===== config.mk =====
export PLATFORM = sky130hd
export DESIGN_NAME = rb_wb_ctrl_flat
export DESIGN_NICKNAME = d
export VERILOG_FILES = /design/src/rtl/rb_wb_ctrl_pkg.sv /design/src/rtl/rb_wb_ctrl_if.sv /design/src/rtl/wb_load_timer.sv /design/src/rtl/rb_wb_ctrl.sv /design/src/flat_wrapper.sv
export SDC_FILE = /design/constraint.sdc
export NUM_CORES = 1
export LEC_CHECK = 0
export CORE_MARGIN = 2
export CORE_UTILIZATION = 39
export DETAILED_ROUTE_END_ITERATION = 10
export DONT_BUFFER_PORTS = 1
export RECOVER_POWER = 50
export SYNTH_ARGS = -nofsm -noshare
export SYNTH_HDL_FRONTEND = slang
export SYNTH_SLANG_ARGS = --single-unit

===== constraint.sdc =====
create_clock -name clk -period 1.6 [get_ports clk]
set_clock_uncertainty 0.2 [all_clocks]
set_input_delay 0.48 -clock clk [delete_from_list [all_inputs] [get_ports clk]]
set_output_delay 0.48 -clock clk [all_outputs]
set_load 0.01 [all_outputs]

===== src/rtl/rb_wb_ctrl_pkg.sv =====
// Shared write-back codes: op types, write-back mux selects and controller states.
package rb_wb_ctrl_pkg;

   localparam logic [1:0] OP_LINK  = 2'b00;
   localparam logic [1:0] OP_LOAD  = 2'b01;
   localparam logic [1:0] OP_ALU   = 2'b10;
   localparam logic [1:0] OP_NONE  = 2'b11;

   localparam logic [1:0] MXRB_PC  = 2'b00;
   localparam logic [1:0] MXRB_DM  = 2'b01;
   localparam logic [1:0] MXRB_ALU = 2'b10;

   typedef enum logic {
      ST_IDLE      = 1'b0,
      ST_LOAD_WAIT = 1'b1
   } wb_state_t;

endpackage


===== src/rtl/rb_wb_ctrl_if.sv =====
// Write-back op handshake between the execute stage (master) and the controller (slave).
interface rb_wb_ctrl_if #(
   parameter int AW = 4
) ();
   logic          op_valid;
   logic          op_ready;
   logic [1:0]    op_type;
   logic [AW-1:0] op_rd;

   modport master (output op_valid, output op_type, output op_rd, input op_ready);
   modport slave  (input op_valid, input op_type, input op_rd, output op_ready);
endinterface


===== src/rtl/wb_load_timer.sv =====
// Load-wait watchdog: down-counter loaded on LOAD_WAIT entry, tc on the last allowed wait cycle.
module wb_load_timer #(
   parameter int TIMEOUT_CYC = 16
) (
   input  logic clk,
   input  logic rst_n,
   input  logic start,
   input  logic run,
   output logic tc
);
   localparam int TW = (TIMEOUT_CYC > 2) ? $clog2(TIMEOUT_CYC) : 1;
   localparam logic [TW-1:0] TC_LOAD = TW'(TIMEOUT_CYC - 1);

   logic [TW-1:0] cnt;

   always_ff @(posedge clk or negedge rst_n) begin
      if (!rst_n) begin
         cnt <= '0;
      end else if (start) begin
         cnt <= TC_LOAD;
      end else if (run && (cnt != '0)) begin
         cnt <= cnt - TW'(1);
      end
   end

   assign tc = run && (cnt == '0);

endmodule


===== src/rtl/rb_wb_ctrl.sv =====
// Register-bank write-back sequencer: mux select, write enable and address.
// Optional load-wait abort enabled by defining LOAD_TIMEOUT_EN.
//
// state        | meaning
// ST_IDLE      | accepting ops; ALU/link ops write on the next cycle
// ST_LOAD_WAIT | load accepted, waiting for dm_valid (or timeout)
module rb_wb_ctrl
   import rb_wb_ctrl_pkg::*;
#(
   parameter int AW           = 4,
   parameter bit R0_HARDWIRED = 1'b1,
   parameter int TIMEOUT_CYC  = 16,
   parameter int CW           = 16
) (
   input  logic          clk,
   input  logic          rst_n,
   rb_wb_ctrl_if.slave   op,
   input  logic          dm_valid,
   output logic [1:0]    S_MXRB,
   output logic          W_RB,
   output logic [AW-1:0] rb_addr,
   output logic          busy,
   output logic          load_err,
   output logic [CW-1:0] wb_count
);

   wb_state_t     state, state_nx;
   logic [1:0]    mxrb_nx;
   logic [AW-1:0] addr_nx;
   logic          w_nx, busy_nx, err_nx;
   logic          load_tc;

   if (TIMEOUT_CYC < 2) begin : g_bad_timeout
      $error("rb_wb_ctrl: TIMEOUT_CYC must be at least 2");
   end

   // Writes to r0 are dropped here so the bank never sees them; sequencing is unaffected.
   function automatic logic wr_ok(input logic [AW-1:0] rd);
      return !(R0_HARDWIRED && (rd == '0));
   endfunction

   assign op.op_ready = (state == ST_IDLE);

`ifdef LOAD_TIMEOUT_EN
   logic timer_start, timer_run;
   assign timer_start = (state == ST_IDLE) && (state_nx == ST_LOAD_WAIT);
   assign timer_run   = (state == ST_LOAD_WAIT);

   wb_load_timer #(.TIMEOUT_CYC(TIMEOUT_CYC)) u_load_timer (
      .clk   (clk),
      .rst_n (rst_n),
      .start (timer_start),
      .run   (timer_run),
      .tc    (load_tc)
   );
`else
   assign load_tc = 1'b0;
`endif

   always_comb begin
      state_nx = state;
      mxrb_nx  = S_MXRB;
      addr_nx  = rb_addr;
      w_nx     = 1'b0;
      busy_nx  = busy;
      err_nx   = 1'b0;
      case (state)
         ST_IDLE: begin
            if (op.op_valid) begin
               case (op.op_type)
                  OP_LINK: begin
                     w_nx    = wr_ok(op.op_rd);
                     mxrb_nx = MXRB_PC;
                     addr_nx = op.op_rd;
                  end
                  OP_ALU: begin
                     w_nx    = wr_ok(op.op_rd);
                     mxrb_nx = MXRB_ALU;
                     addr_nx = op.op_rd;
                  end
                  OP_LOAD: begin
                     mxrb_nx  = MXRB_DM;
                     addr_nx  = op.op_rd;
                     busy_nx  = 1'b1;
                     state_nx = ST_LOAD_WAIT;
                  end
                  OP_NONE: ;
                  default: ;
               endcase
            end
         end
         ST_LOAD_WAIT: begin
            // dm_valid takes priority over a coincident timeout.
            if (dm_valid) begin
               w_nx     = wr_ok(rb_addr);
               busy_nx  = 1'b0;
               state_nx = ST_IDLE;
            end else if (load_tc) begin
               err_nx   = 1'b1;
               busy_nx  = 1'b0;
               state_nx = ST_IDLE;
            end
         end
         default: state_nx = ST_IDLE;
      endcase
   end

   always_ff @(posedge clk or negedge rst_n) begin
      if (!rst_n) begin
         state    <= ST_IDLE;
         S_MXRB   <= MXRB_ALU;
         W_RB     <= 1'b0;
         rb_addr  <= '0;
         busy     <= 1'b0;
         load_err <= 1'b0;
         wb_count <= '0;
      end else begin
         state    <= state_nx;
         S_MXRB   <= mxrb_nx;
         W_RB     <= w_nx;
         rb_addr  <= addr_nx;
         busy     <= busy_nx;
         load_err <= err_nx;
         wb_count <= wb_count + CW'(W_RB);
      end
   end

endmodule


===== src/flat_wrapper.sv =====
// flat-port wrapper written by rule: the top's interface ports become plain ports
module rb_wb_ctrl_flat import rb_wb_ctrl_pkg::*;
#(
   parameter int AW           = 4,
   parameter bit R0_HARDWIRED = 1'b1,
   parameter int TIMEOUT_CYC  = 16,
   parameter int CW           = 16
)
  (clk, rst_n, dm_valid, S_MXRB, W_RB, rb_addr, busy, load_err, wb_count, op_op_valid, op_op_type, op_op_rd, op_op_ready);
  rb_wb_ctrl_if #(.AW(AW)) op_i ();
  input  logic clk;
  input  logic rst_n;
  input  logic dm_valid;
  output logic [1:0] S_MXRB;
  output logic W_RB;
  output logic [AW-1:0] rb_addr;
  output logic busy;
  output logic load_err;
  output logic [CW-1:0] wb_count;
  input wire logic [$bits(op_i.op_valid)-1:0] op_op_valid;
  input wire logic [$bits(op_i.op_type)-1:0] op_op_type;
  input wire logic [$bits(op_i.op_rd)-1:0] op_op_rd;
  output wire logic [$bits(op_i.op_ready)-1:0] op_op_ready;
  assign op_i.op_valid = op_op_valid;
  assign op_i.op_type = op_op_type;
  assign op_i.op_rd = op_op_rd;
  assign op_op_ready = op_i.op_ready;
  rb_wb_ctrl #(.AW(AW), .R0_HARDWIRED(R0_HARDWIRED), .TIMEOUT_CYC(TIMEOUT_CYC), .CW(CW)) u_core (.clk(clk), .rst_n(rst_n), .op(op_i), .dm_valid(dm_valid), .S_MXRB(S_MXRB), .W_RB(W_RB), .rb_addr(rb_addr), .busy(busy), .load_err(load_err), .wb_count(wb_count));
endmodule

After elaboration in Yosys (flattened, before gate mapping). Index checks and enable logic that the tools add are counted.

Flip-flop bits (word level): 25. Bits of input ports: 10. Output and inout bits: 26. Logic and storage cells: 37.

Add/subtract/negate cells: 1. Equality and inequality tests: 5. Muxes and demuxes: 13. Bitwise operators: 1. Reductions and logical operators: 11.

Operators by type and width (number): 16-bit by 1-bit adder with 16-bit output (1); 1-bit two-way mux (9); 3-bit AND reduction (3); 4-bit zero test (2); 1-bit one-hot mux with 2 select lines (3); 2-bit one-hot mux with 3 select lines (1); 2-bit inequality test, second input constant (2); 3-bit nonzero test (1); 3-bit OR reduction (1); 2-bit by 1-bit == test with 1-bit output, second input constant (1); 2-bit == test, second input constant (1); 1-bit zero test (2); 2-bit zero test (1); 2-bit by 1-bit inequality test with 1-bit output, second input constant (1); 2-bit OR reduction (1); 1-bit inverter (1).

Depth between registers and ports, before layout.
Word-level depth: 5. Gate-level depth with buffers: 5. Mapped depth without buffers: 5.

Least setup slack after synthesis. Ideal clock, no wire load.

Kind: register to register. Start: register u_core.W_RB. End: register u_core.wb_count[14]. Library setup time: 0.079 ns. Arrival time: 1.325 ns. Data required time: 1.321 ns. Slack: -0.005 ns. Cell stages (with the launch flop): 6. Buffers on the path: 0. Period minus slack after synthesis: 1.605 ns. Cells stage by stage: dfrtp_1 -> ha_1 -> ha_1 -> nand4_1 -> nor4_1 -> xor2_1.

Word-level cells in the longest chain between the ends: 1.

RTL lines: start, declared (RTL line rb_wb_ctrl.sv:20) `output logic W_RB,`; start signal, assigned (RTL line rb_wb_ctrl.sv:120) `W_RB <= w_nx;`; 16-bit by 1-bit adder with 16-bit output (RTL line rb_wb_ctrl.sv:124) `wb_count <= wb_count + CW'(W_RB);`; end signal, assigned (RTL line rb_wb_ctrl.sv:124); end, declared (RTL line rb_wb_ctrl.sv:24) `output logic [CW-1:0] wb_count`.

Every way passes these cells. A chain may end at the register's enable or synchronous reset.

Final worst setup path.
Start: register u_core.wb_count[1]. End: output port wb_count[1].

RTL lines: end, declared (RTL line flat_wrapper.sv:19) `output logic [CW-1:0] wb_count;`.

No word-level cell between the ends.

==> results.sh <==
export IMPL_status="finished with violations"
export IMPL_violations="negative setup slack"
export IMPL_max_freq_mhz=623
export IMPL_gp_congestion=0.728
export IMPL_pre_cts_ws_ns=0.0701
export IMPL_synthesis_area_mm2=0.00110
export IMPL_end_kind="output port"
export IMPL_drt_iter0_drc=18
export IMPL_crit_family="flip-flops"
export IMPL_core_area_mm2=0.00271
export IMPL_fin_crit_sh_pct=100
export IMPL_die_area_mm2=0.00327
export IMPL_num_vias=776
export IMPL_synthXorXnorAreaFrac_pct=11.1
export IMPL_synth_distinct_cells=26
export IMPL_clock_sinks=25
export IMPL_worst_path_buf_inv=1
export IMPL_synthMuxAreaShare_pct=4.99
export IMPL_grt_pass1_vias=832
export IMPL_area_growth_pct=25.8
export IMPL_totalNegativeSetupSlack_ns=-0.00564
export IMPL_drcViolationCount=0
export IMPL_totalWireLength_um=2070
export IMPL_finish_net_count=132
export IMPL_synth_area_leader_cell="dfrtp_1"
export IMPL_antenna_cells=0
export IMPL_drive_gt1_share_pct=30.5
export IMPL_yosysMostFrequentCell="dfrtp_1"
export IMPL_grt_overflow_total=0
export IMPL_cts_tree="done"
export IMPL_setup_violations=1
export IMPL_die_w_um=57.2
export IMPL_post_drt_wl_per_cell_um=13.9
export IMPL_synth_adder_area_share_pct=3.41
export IMPL_grt_max_degree=26
export IMPL_grt_antenna_before_repair=0
export IMPL_synth_top_flop_cell="dfrtp_1"
export IMPL_async_reset_ff_share_pct=100
export IMPL_die_h_um=57.2
export IMPL_ir_drop_uv=719
export IMPL_synth_top_area_share_pct=54.5
export IMPL_place_hpwl_um=1570
export IMPL_cp_required_ns=0.92
export IMPL_grt_pass1_wl_um=3500
export IMPL_finalHoldViolCount=0
export IMPL_syn_area_per_cell_um2=12.0
export IMPL_io_pins=36
export IMPL_layoutNonFillerInstCount=149
export IMPL_relSlewSlack_pct=60.0
export IMPL_cp_max_fo=3
export IMPL_yosys_area_share_simple_pct=16.1
export IMPL_worst_slack_ns=-0.00564
export IMPL_start_kind="register"
export IMPL_grt_total_usage_pct=14.1
export IMPL_p_leak_nw=0.672
export IMPL_htreeDepth=1
export IMPL_first_pass_iters=3
export IMPL_start_util_pct=40.7
export IMPL_slew_violations=0
export IMPL_ant_nets=0
export IMPL_slowest_delay_ns=0.45
export IMPL_root_buffer="clkbuf_4"
export IMPL_cts_buffers=3
export IMPL_synth_common_cells="dfrtp_1, xor2_1, nand3_1, nor2_1"
export IMPL_cts_buffer_depth=2
export IMPL_yosys_top_cells_area="dfrtp_1, xor2_1, mux2_2"
export IMPL_clkLatencyLatePin_ns=0.31
export IMPL_hp_class="primary input to register"
export IMPL_synth_compound_area_share_pct=4.65
export IMPL_routed_via_density=5.21
export IMPL_drv_cap=0
export IMPL_synth_top_family_by_area="simple AND/OR/NAND/NOR gates"
export IMPL_slowest_stage="dfrtp_1"
export IMPL_place_inst=138
export IMPL_synth_seq_cells=25
export IMPL_powerDensity_mw_per_mm2=1160
export IMPL_worstPathCellList="buf_4"
export IMPL_clk_pin_slew_ns=0.13
export IMPL_synth_nets=105
export IMPL_arrival_ns=0.93
export IMPL_fin_crit_ns=1.61
export IMPL_yosysWarnings=0
export IMPL_tightest_slew_ns=0.601
export IMPL_ys_seq_area_share_pct=56.9
export IMPL_placementRows=19
export IMPL_syn_inst=92
export IMPL_crit_type="register to output port"
export IMPL_grt_setup_unrepaired="yes"
export IMPL_synth_edf_count=0
export IMPL_numPortBuffers=0
-- worst paths after layout --
check                      slack (ns)  cells after the start                   to                start
max in group asynchronous        0.30                      2  u_core.wb_count[13]                rst_n
setup reg to reg                 0.04                      4  u_core.wb_count[15]          u_core.W_RB
hold reg to reg                  0.34                      1  u_core.wb_count[15]  u_core.wb_count[15]
setup / recovery               -0.006                      1          wb_count[1]   u_core.wb_count[1]
hold / removal                   0.05                      1         u_core.state             dm_valid
min in group asynchronous        0.50                      2   u_core.wb_count[4]                rst_n
-- final cells by class --
class	instances	area [um^2]
Tap cell	31	38.8
Sequential cell	25	627
Inverter	4	15.0
Multi-Input combinational cell	61	484
Timing Repair Buffer	24	195
Clock buffer	4	26.3
Fill cell	265	1320
-- power by group --
group / leakage, nW / switching [mW] / internal, mW / total, mW
logic: 0.338 / 0.228 / 0.265 / 0.493
registers: 0.319 / 0.103 / 0.739 / 0.842
clock network: 0.0150 / 0.174 / 0.0972 / 0.272
total: 0.672 / 0.505 / 1.10 / 1.61
-- kinds of logic (layout without fill, tap and decap cells) --
kind of cell               after synthesis  in the layout
xor gates and xnor gates                14             14
AOI/OAI and AO/OA                        7              7
buffers and inverters                    6             32
other                                    1              1
DFF                                     25             25
and+or+nand+nor                         31             31
adders and majority gates                3              3
muxes                                    5              5
-- placed cells by master, fill, tap and decap left out, drive strengths merged, types with 2 or more instances in the layout --
| master | synthesis | routed |
|---|---|---|
| o21ai | 2 | 2 |
| clkbuf | 0 | 5 |
| a21o | 2 | 2 |
| nand4 | 4 | 4 |
| buf | 2 | 22 |
| dfrtp | 24 | 24 |
| inv | 4 | 4 |
| o22a | 2 | 2 |
| nor2 | 6 | 6 |
| nor3 | 3 | 3 |
| mux2 | 4 | 4 |
| nand3 | 6 | 6 |
| nand2 | 4 | 4 |
| xnor2 | 4 | 4 |
| nor4 | 4 | 4 |
| xor2 | 10 | 10 |
| ha | 3 | 3 |
-- repair_timing --
action / CTS / global route
hold endpoints to repair: 25 / 0
pin swaps: 0 / 2
cloned: 0 / 0
setup buffers: 4 / 1
endpoints found under the setup margin: 4 / 14
resized for setup: 0 / 10
hold buffers: 2 / 0
-- per-stage QoR --
step,power (mW),instance area (um^2),utilization (%),hold slack [ns]
after global placement,1.23,1260,46.6,-0.0150
after CTS,1.59,1350,49.8,0.0291
after floorplan,1.05,1110,-,-0.0156
after detailed placement,1.24,1260,46.6,-0.0150
after global routing,1.72,1390,51.2,0.0139
final,1.61,1390,51.2,0.0455
-- state kept, by name, indices dropped and copies added, names as in the netlist --
name             flops
u_core.W_RB          1
u_core.state         1
u_core.rb_addr       4
u_core.wb_count     16
u_core.S_MXRB        2
u_core.busy          1
-- metal layers --
metal  global-route usage (%)  up-vias  routed length [um]
met5                        0        -                   0
li1                         -      371                   -
met2                     25.1       25                1130
met4                     7.64        0                  16
met3                     4.31        2                 137
met1                     14.7      378                 789
(Power assumes the default switching activity.)
